File: config.mk
export PLATFORM = sky130hd
export DESIGN_NAME = seq_mult8x8_ctrl_flat
export DESIGN_NICKNAME = d
export VERILOG_FILES = /design/src/rtl/seq_mult8x8_ctrl_if.sv /design/src/rtl/seq_mult8x8_ctrl.sv /design/src/flat_wrapper.sv
export SDC_FILE = /design/constraint.sdc
export NUM_CORES = 1
export LEC_CHECK = 0
export BUFFER_PORTS_ARGS = -buffer_cell sky130_fd_sc_hd__buf_4
export CORE_MARGIN = 1
export CORE_UTILIZATION = 45
export CTS_BUF_LIST = sky130_fd_sc_hd__clkbuf_4 sky130_fd_sc_hd__clkbuf_8
export DETAILED_ROUTE_END_ITERATION = 6
export GPL_ROUTABILITY_DRIVEN = 0
export PLACE_DENSITY = 0.76
export SYNTH_ARGS = -nofsm -noshare
export SYNTH_HDL_FRONTEND = slang
export SYNTH_SLANG_ARGS = --single-unit
File: constraint.sdc
create_clock -name nvdla_core_clk -period 12 [get_ports nvdla_core_clk]
set_input_delay 0.6 -clock nvdla_core_clk [delete_from_list [all_inputs] [get_ports nvdla_core_clk]]
set_output_delay 0.6 -clock nvdla_core_clk [all_outputs]
set_load 0.02 [all_outputs]
File: src/rtl/seq_mult8x8_ctrl_if.sv
// Request/result handshake bundle for seq_mult8x8_ctrl.
// master = requester/consumer side, slave = multiplier side.
interface seq_mult8x8_ctrl_if #(
  parameter int TAG_W = 4
);
  logic             in_valid;
  logic             in_ready;
  logic [7:0]       in_a;
  logic [7:0]       in_b;
  logic [TAG_W-1:0] in_tag;
  logic             out_valid;
  logic             out_ready;
  logic [15:0]      out_prod;
  logic [TAG_W-1:0] out_tag;
  logic             busy;

  modport master (
    output in_valid, in_a, in_b, in_tag, out_ready,
    input  in_ready, out_valid, out_prod, out_tag, busy
  );

  modport slave (
    input  in_valid, in_a, in_b, in_tag, out_ready,
    output in_ready, out_valid, out_prod, out_tag, busy
  );
endinterface

File: src/rtl/seq_mult8x8_ctrl.sv
// Sequential 8x8 unsigned multiplier built from one shared mult4x4,
// one nibble pair per cycle, shifted and summed into a 16-bit acc.
module seq_mult8x8_ctrl #(
  parameter int TAG_W = 4
) (
  input logic nvdla_core_clk,
  input logic nvdla_core_rstn,
  seq_mult8x8_ctrl_if.slave io
);

  typedef enum logic [1:0] {
    IDLE,
    STEP,
    DONE
  } state_t;

  state_t           state_q, state_d;
  logic [1:0]       step_q, step_d;
  logic [15:0]      acc_q, acc_d;
  logic [7:0]       a_q, a_d;
  logic [7:0]       b_q, b_d;
  logic [TAG_W-1:0] tag_q, tag_d;

  logic [3:0]  nib_a, nib_b;
  logic [7:0]  m_out;
  logic [15:0] m_sh;
  logic        idle, done;
  logic        hs_in, hs_out;

  assign idle   = (state_q == IDLE);
  assign done   = (state_q == DONE);
  assign hs_in  = io.in_valid && io.in_ready;
  assign hs_out = done && io.out_ready;

  // Ready/valid come only from registered state (and reset).
  assign io.in_ready  = nvdla_core_rstn && idle;
  assign io.out_valid = done;
  assign io.busy      = !idle;
  assign io.out_prod  = done ? acc_q : 16'h0000;
  assign io.out_tag   = done ? tag_q : '0;

  // Pick the operand nibble pair for the current step.
  always_comb begin
    nib_a = a_q[3:0];
    nib_b = b_q[3:0];
    unique case (step_q)
      2'd0: begin nib_a = a_q[3:0]; nib_b = b_q[3:0]; end
      2'd1: begin nib_a = a_q[7:4]; nib_b = b_q[3:0]; end
      2'd2: begin nib_a = a_q[3:0]; nib_b = b_q[7:4]; end
      2'd3: begin nib_a = a_q[7:4]; nib_b = b_q[7:4]; end
    endcase
  end

  mult4x4 u_mult (
    .a (nib_a),
    .b (nib_b),
    .p (m_out)
  );

  // Align the partial product by the nibble weight of this step.
  always_comb begin
    m_sh = {8'h00, m_out};
    unique case (step_q)
      2'd0: m_sh = {8'h00, m_out};
      2'd1: m_sh = {4'h0, m_out, 4'h0};
      2'd2: m_sh = {4'h0, m_out, 4'h0};
      2'd3: m_sh = {m_out, 8'h00};
    endcase
  end

  // Next-state and datapath update.
  always_comb begin
    state_d = state_q;
    step_d  = step_q;
    acc_d   = acc_q;
    a_d     = a_q;
    b_d     = b_q;
    tag_d   = tag_q;
    unique case (state_q)
      IDLE: begin
        if (hs_in) begin
          a_d     = io.in_a;
          b_d     = io.in_b;
          tag_d   = io.in_tag;
          acc_d   = 16'h0000;
          step_d  = 2'd0;
          state_d = STEP;
        end
      end
      STEP: begin
        acc_d  = acc_q + m_sh;
        step_d = step_q + 2'd1;
        if (step_q == 2'd3) begin
          state_d = DONE;
        end
      end
      DONE: begin
        if (hs_out) begin
          state_d = IDLE;
        end
      end
      default: state_d = IDLE;
    endcase
  end

  // State register with synchronous active-low reset.
  always_ff @(posedge nvdla_core_clk) begin
    if (!nvdla_core_rstn) begin
      state_q <= IDLE;
      step_q  <= 2'd0;
      acc_q   <= 16'h0000;
      a_q     <= 8'h00;
      b_q     <= 8'h00;
      tag_q   <= '0;
    end else begin
      state_q <= state_d;
      step_q  <= step_d;
      acc_q   <= acc_d;
      a_q     <= a_d;
      b_q     <= b_d;
      tag_q   <= tag_d;
    end
  end

endmodule

// 4x4 nibble multiplier; this build is exact.
// Approximate variants swap in here with the same ports.
module mult4x4 (
  input  logic [3:0] a,
  input  logic [3:0] b,
  output logic [7:0] p
);
  assign p = {4'h0, a} * {4'h0, b};
endmodule

File: src/flat_wrapper.sv
// flat-port wrapper written by rule: the top's interface ports become plain ports
module seq_mult8x8_ctrl_flat 
#(
  parameter int TAG_W = 4
)
  (nvdla_core_clk, nvdla_core_rstn, io_in_valid, io_in_a, io_in_b, io_in_tag, io_out_ready, io_in_ready, io_out_valid, io_out_prod, io_out_tag, io_busy);
  seq_mult8x8_ctrl_if #(.TAG_W(TAG_W)) io_i ();
  input logic nvdla_core_clk;
  input logic nvdla_core_rstn;
  input wire logic [$bits(io_i.in_valid)-1:0] io_in_valid;
  input wire logic [$bits(io_i.in_a)-1:0] io_in_a;
  input wire logic [$bits(io_i.in_b)-1:0] io_in_b;
  input wire logic [$bits(io_i.in_tag)-1:0] io_in_tag;
  input wire logic [$bits(io_i.out_ready)-1:0] io_out_ready;
  output wire logic [$bits(io_i.in_ready)-1:0] io_in_ready;
  output wire logic [$bits(io_i.out_valid)-1:0] io_out_valid;
  output wire logic [$bits(io_i.out_prod)-1:0] io_out_prod;
  output wire logic [$bits(io_i.out_tag)-1:0] io_out_tag;
  output wire logic [$bits(io_i.busy)-1:0] io_busy;
  assign io_i.in_valid = io_in_valid;
  assign io_i.in_a = io_in_a;
  assign io_i.in_b = io_in_b;
  assign io_i.in_tag = io_in_tag;
  assign io_i.out_ready = io_out_ready;
  assign io_in_ready = io_i.in_ready;
  assign io_out_valid = io_i.out_valid;
  assign io_out_prod = io_i.out_prod;
  assign io_out_tag = io_i.out_tag;
  assign io_busy = io_i.busy;
  seq_mult8x8_ctrl #(.TAG_W(TAG_W)) u_core (.nvdla_core_clk(nvdla_core_clk), .nvdla_core_rstn(nvdla_core_rstn), .io(io_i));
endmodule
==> results.toml <==
[clock_network]
htreeDepth = 2
cts_tree = "built"
cts_root_buf = "clkbuf_8"
cts_resized = 0
clk_pin_slew_ns = 0.09
numCtsBuffers = 5
hold_buffers = 0
clock_path_buffers = 2
postCtsSetupRepairBufs = 0
cts_num_sinks = 40
clkLatencyLatePin_ns = 0.30

[synth]
synth_area_leader_cell = "dfxtp_1"
synth_most_common_cell = "nand2_1"
synth_cell_types = 46
synthTopCellsByArea = "dfxtp_1 (27%), ha_1 (13%), nand2_1 (8.0%)"
netlist_area_um2 = 2940
ys_ff_latch = 40
yosysWarningCount = 0
yosys-top-cells-count = "nand2_1 (63), dfxtp_1 (40), nand3_1 (32)"
synth_edf_count = 0
synth.top_cell.area_share_pct = 27.3
synthArstFlopShare_pct = 0
syn-num-nets = 438
postSynthCellCount = 378
avgSynthCellArea_um2 = 7.77
ys_seq_area_share_pct = 27.3
ys.flop_type = "dfxtp_1"

[sta]
tns_ns = 0
relSlewSlack_pct = 35.1
worst_slack_ns = 6.20
max_slew.worst_pin.slew_ns = 0.971
clock_skew_ns = 0.00491
finalHoldViolations = 0
grt_setup_unrepaired = "false"
min_period_ns = 5.80
setup_violations = 0
fin_crit_sh_pct = 48.3
fmax_ghz = 0.172
slew_violations = 0

[grt]
grt_pass1_vias = 2494
grt_max_degree = 36
antenna_found_initial = 0
grt_overflow = 0
track_usage_pct = 20.0
grt_first_pass_wirelength_um = 11400

[min_path]
worstHoldPathType = "reg2reg"

[power_and_ir_drop]
pwr_density_cell_nw_per_um2 = 85.9
net-switching-power_uw = 87.7
pwr-share-comb_pct = 17.4
leakage_nw = 1.69
ir_drop_uv = 48.1
p_clk_share_pct = 33.5
swShare_pct = 29.9
seqPwrFrac_pct = 49.1
power.internal_uw = 206

[setup_path]
worstPathCellList = "ha_1, nor2_1, mux2i_1, or2_2, fa_1, inv_1, fa_1, ha_1, a211oi_1, nor2_1, o21a_1, nor2_1, xor2_1, o22ai_1, ha_1, nand4_1, nor4_1, nor2_1, a21oi_1, xnor2_1, a31o_1, a21o_1"
worst-path-buf-inv = 1
path_max_fanout = 6
cp_top_family = "adder cells"
required_ns = 12.19
slowest_delay_ns = 0.54
crit_type = "reg2reg"
start_kind = "flop"
worstPathArrival_ns = 5.99
crit_path_top_delay_cell = "fa_1"
end_kind = "flop"
critPathMostFrequentCell = "nor2_1"

[drt]
first_pass_iters = 5
num_vias = 2752
drc = 0
ant_nets = 0
routedWlPerCell_um = 13.7
drt_wl_total_um = 6780
drt_iter0_markers = 178
vias_per_cell = 5.58

[finish]
fillers = 624
drive_above_1_share_pct = 15.1
area_delta_synth_final_pct = 16.4
nets = 475
final_util_pct = 54.2
antenna_cells = 0

[flow_run]
cap_violations = 0

[place]
place_hpwl_um = 5100
numPortBuffers = 46
place_ws_ns = 6.32

[die]
start_util_pct = 46.5
dieWidth_um = 82.8
core_area_um2 = 6310
rows = 29
ios = 47
dieArea_um2 = 6860
fp.dieH_um = 82.8

[outcome]
status = "finished clean"
registers in the layout (all words and copies together) (netlist names):
signal / count
u_core.a_q: 8
u_core.acc_q: 16
u_core.b_q: 8
u_core.state_q: 2
u_core.step_q: 2
u_core.tag_q: 4
power groups by stage:
stage	Combinational [mW]	Clock, mW	Sequential (mW)
global route	0.0574	0.107	0.145
global placement	0.0496	0	0.147
floorplan	0.0354	0	0.146
finish	0.0510	0.0984	0.144
detailed placement	0.0508	0	0.147
CTS	0.0512	0.101	0.144
cells in the final DEF, fill, tap and decap left out, types with 2 or more instances in the layout:
| master | n |
|---|---|
| xor2_1 | 9 |
| o21a_1 | 2 |
| dfxtp_1 | 40 |
| mux2i_1 | 8 |
| fa_1 | 5 |
| o21ai_0 | 20 |
| a21o_1 | 10 |
| or2_2 | 3 |
| and2_1 | 26 |
| a21oi_1 | 11 |
| o21bai_1 | 4 |
| nand2b_1 | 2 |
| inv_1 | 13 |
| and3_1 | 2 |
| a21boi_0 | 5 |
| nor2b_1 | 3 |
| buf_4 | 47 |
| nor3_1 | 4 |
| a31oi_1 | 2 |
| o32ai_1 | 2 |
| nor3b_1 | 2 |
| nand3_1 | 32 |
| nand2_1 | 63 |
| a211oi_2 | 2 |
| nor2_1 | 29 |
| o22ai_1 | 4 |
| a211oi_1 | 5 |
| clkinvlp_4 | 2 |
| ha_1 | 31 |
| nand4_1 | 2 |
| clkbuf_8 | 6 |
| xnor2_1 | 6 |
path summary, 6_finish.rpt:
kind / start / endpoint / slack [ns] / depth (start not counted)
max: u_core.step_q[0]$_SDFFE_PN0P_ / u_core.acc_q[15]$_SDFFE_PN0P_ / 6.20 / 22
min: u_core.tag_q[2]$_SDFFE_PN0P_ / u_core.tag_q[2]$_SDFFE_PN0P_ / 0.45 / 2
min reg2reg: u_core.tag_q[2]$_SDFFE_PN0P_ / u_core.tag_q[2]$_SDFFE_PN0P_ / 0.45 / 2
max reg2reg: u_core.step_q[0]$_SDFFE_PN0P_ / u_core.acc_q[15]$_SDFFE_PN0P_ / 6.20 / 22
worst min-delay path: stages (launching register included):
cell,delay (ns)
dfxtp_1,0.31
nand3_1,0.06
nand2_1,0.05
logic make-up after synthesis:
logic type,after synthesis,share of synthesized area [%]
compound gates,77,17.6
xor+xnor,15,4.47
fa+ha+maj,36,16.6
buf+inv,31,4.00
flops,40,27.3
mux,8,2.73
simple gates,171,27.3
final cells by class:
cell class	instances	area, um2	share of cell area [%]
flip-flops and latches	40	801	23.4
clock buffers	6	82.6	2.41
inverters	14	52.6	1.54
clock inverters	2	15.0	0.439
repair buffers	47	353	10.3
multi-input cells	307	2020	59.1
well taps	77	96.3	2.82
metrics by stage:
stage	area [um2]	hold slack, ns	std cells	power, mW
after floorplan	2940	0.429	378	0.181
after global placement	3320	0.439	485	0.197
after detailed placement	3320	0.447	485	0.198
after CTS	3420	0.461	493	0.296
after global routing	3420	0.473	493	0.309
final	3420	0.455	493	0.294
per-layer routing:
metal  share of wire (%)  track usage, %  vias to the layer above  routed length, um
met1                  48            27.1                     1283               3270
met5                   0               0                        -                  0
met3                 5.6            4.17                        7                378
met4                 1.0            5.96                        0                 70
met2                  45            31.8                       81               3050
li1                    -               -                     1381                  -
(Power assumes the default switching activity.)
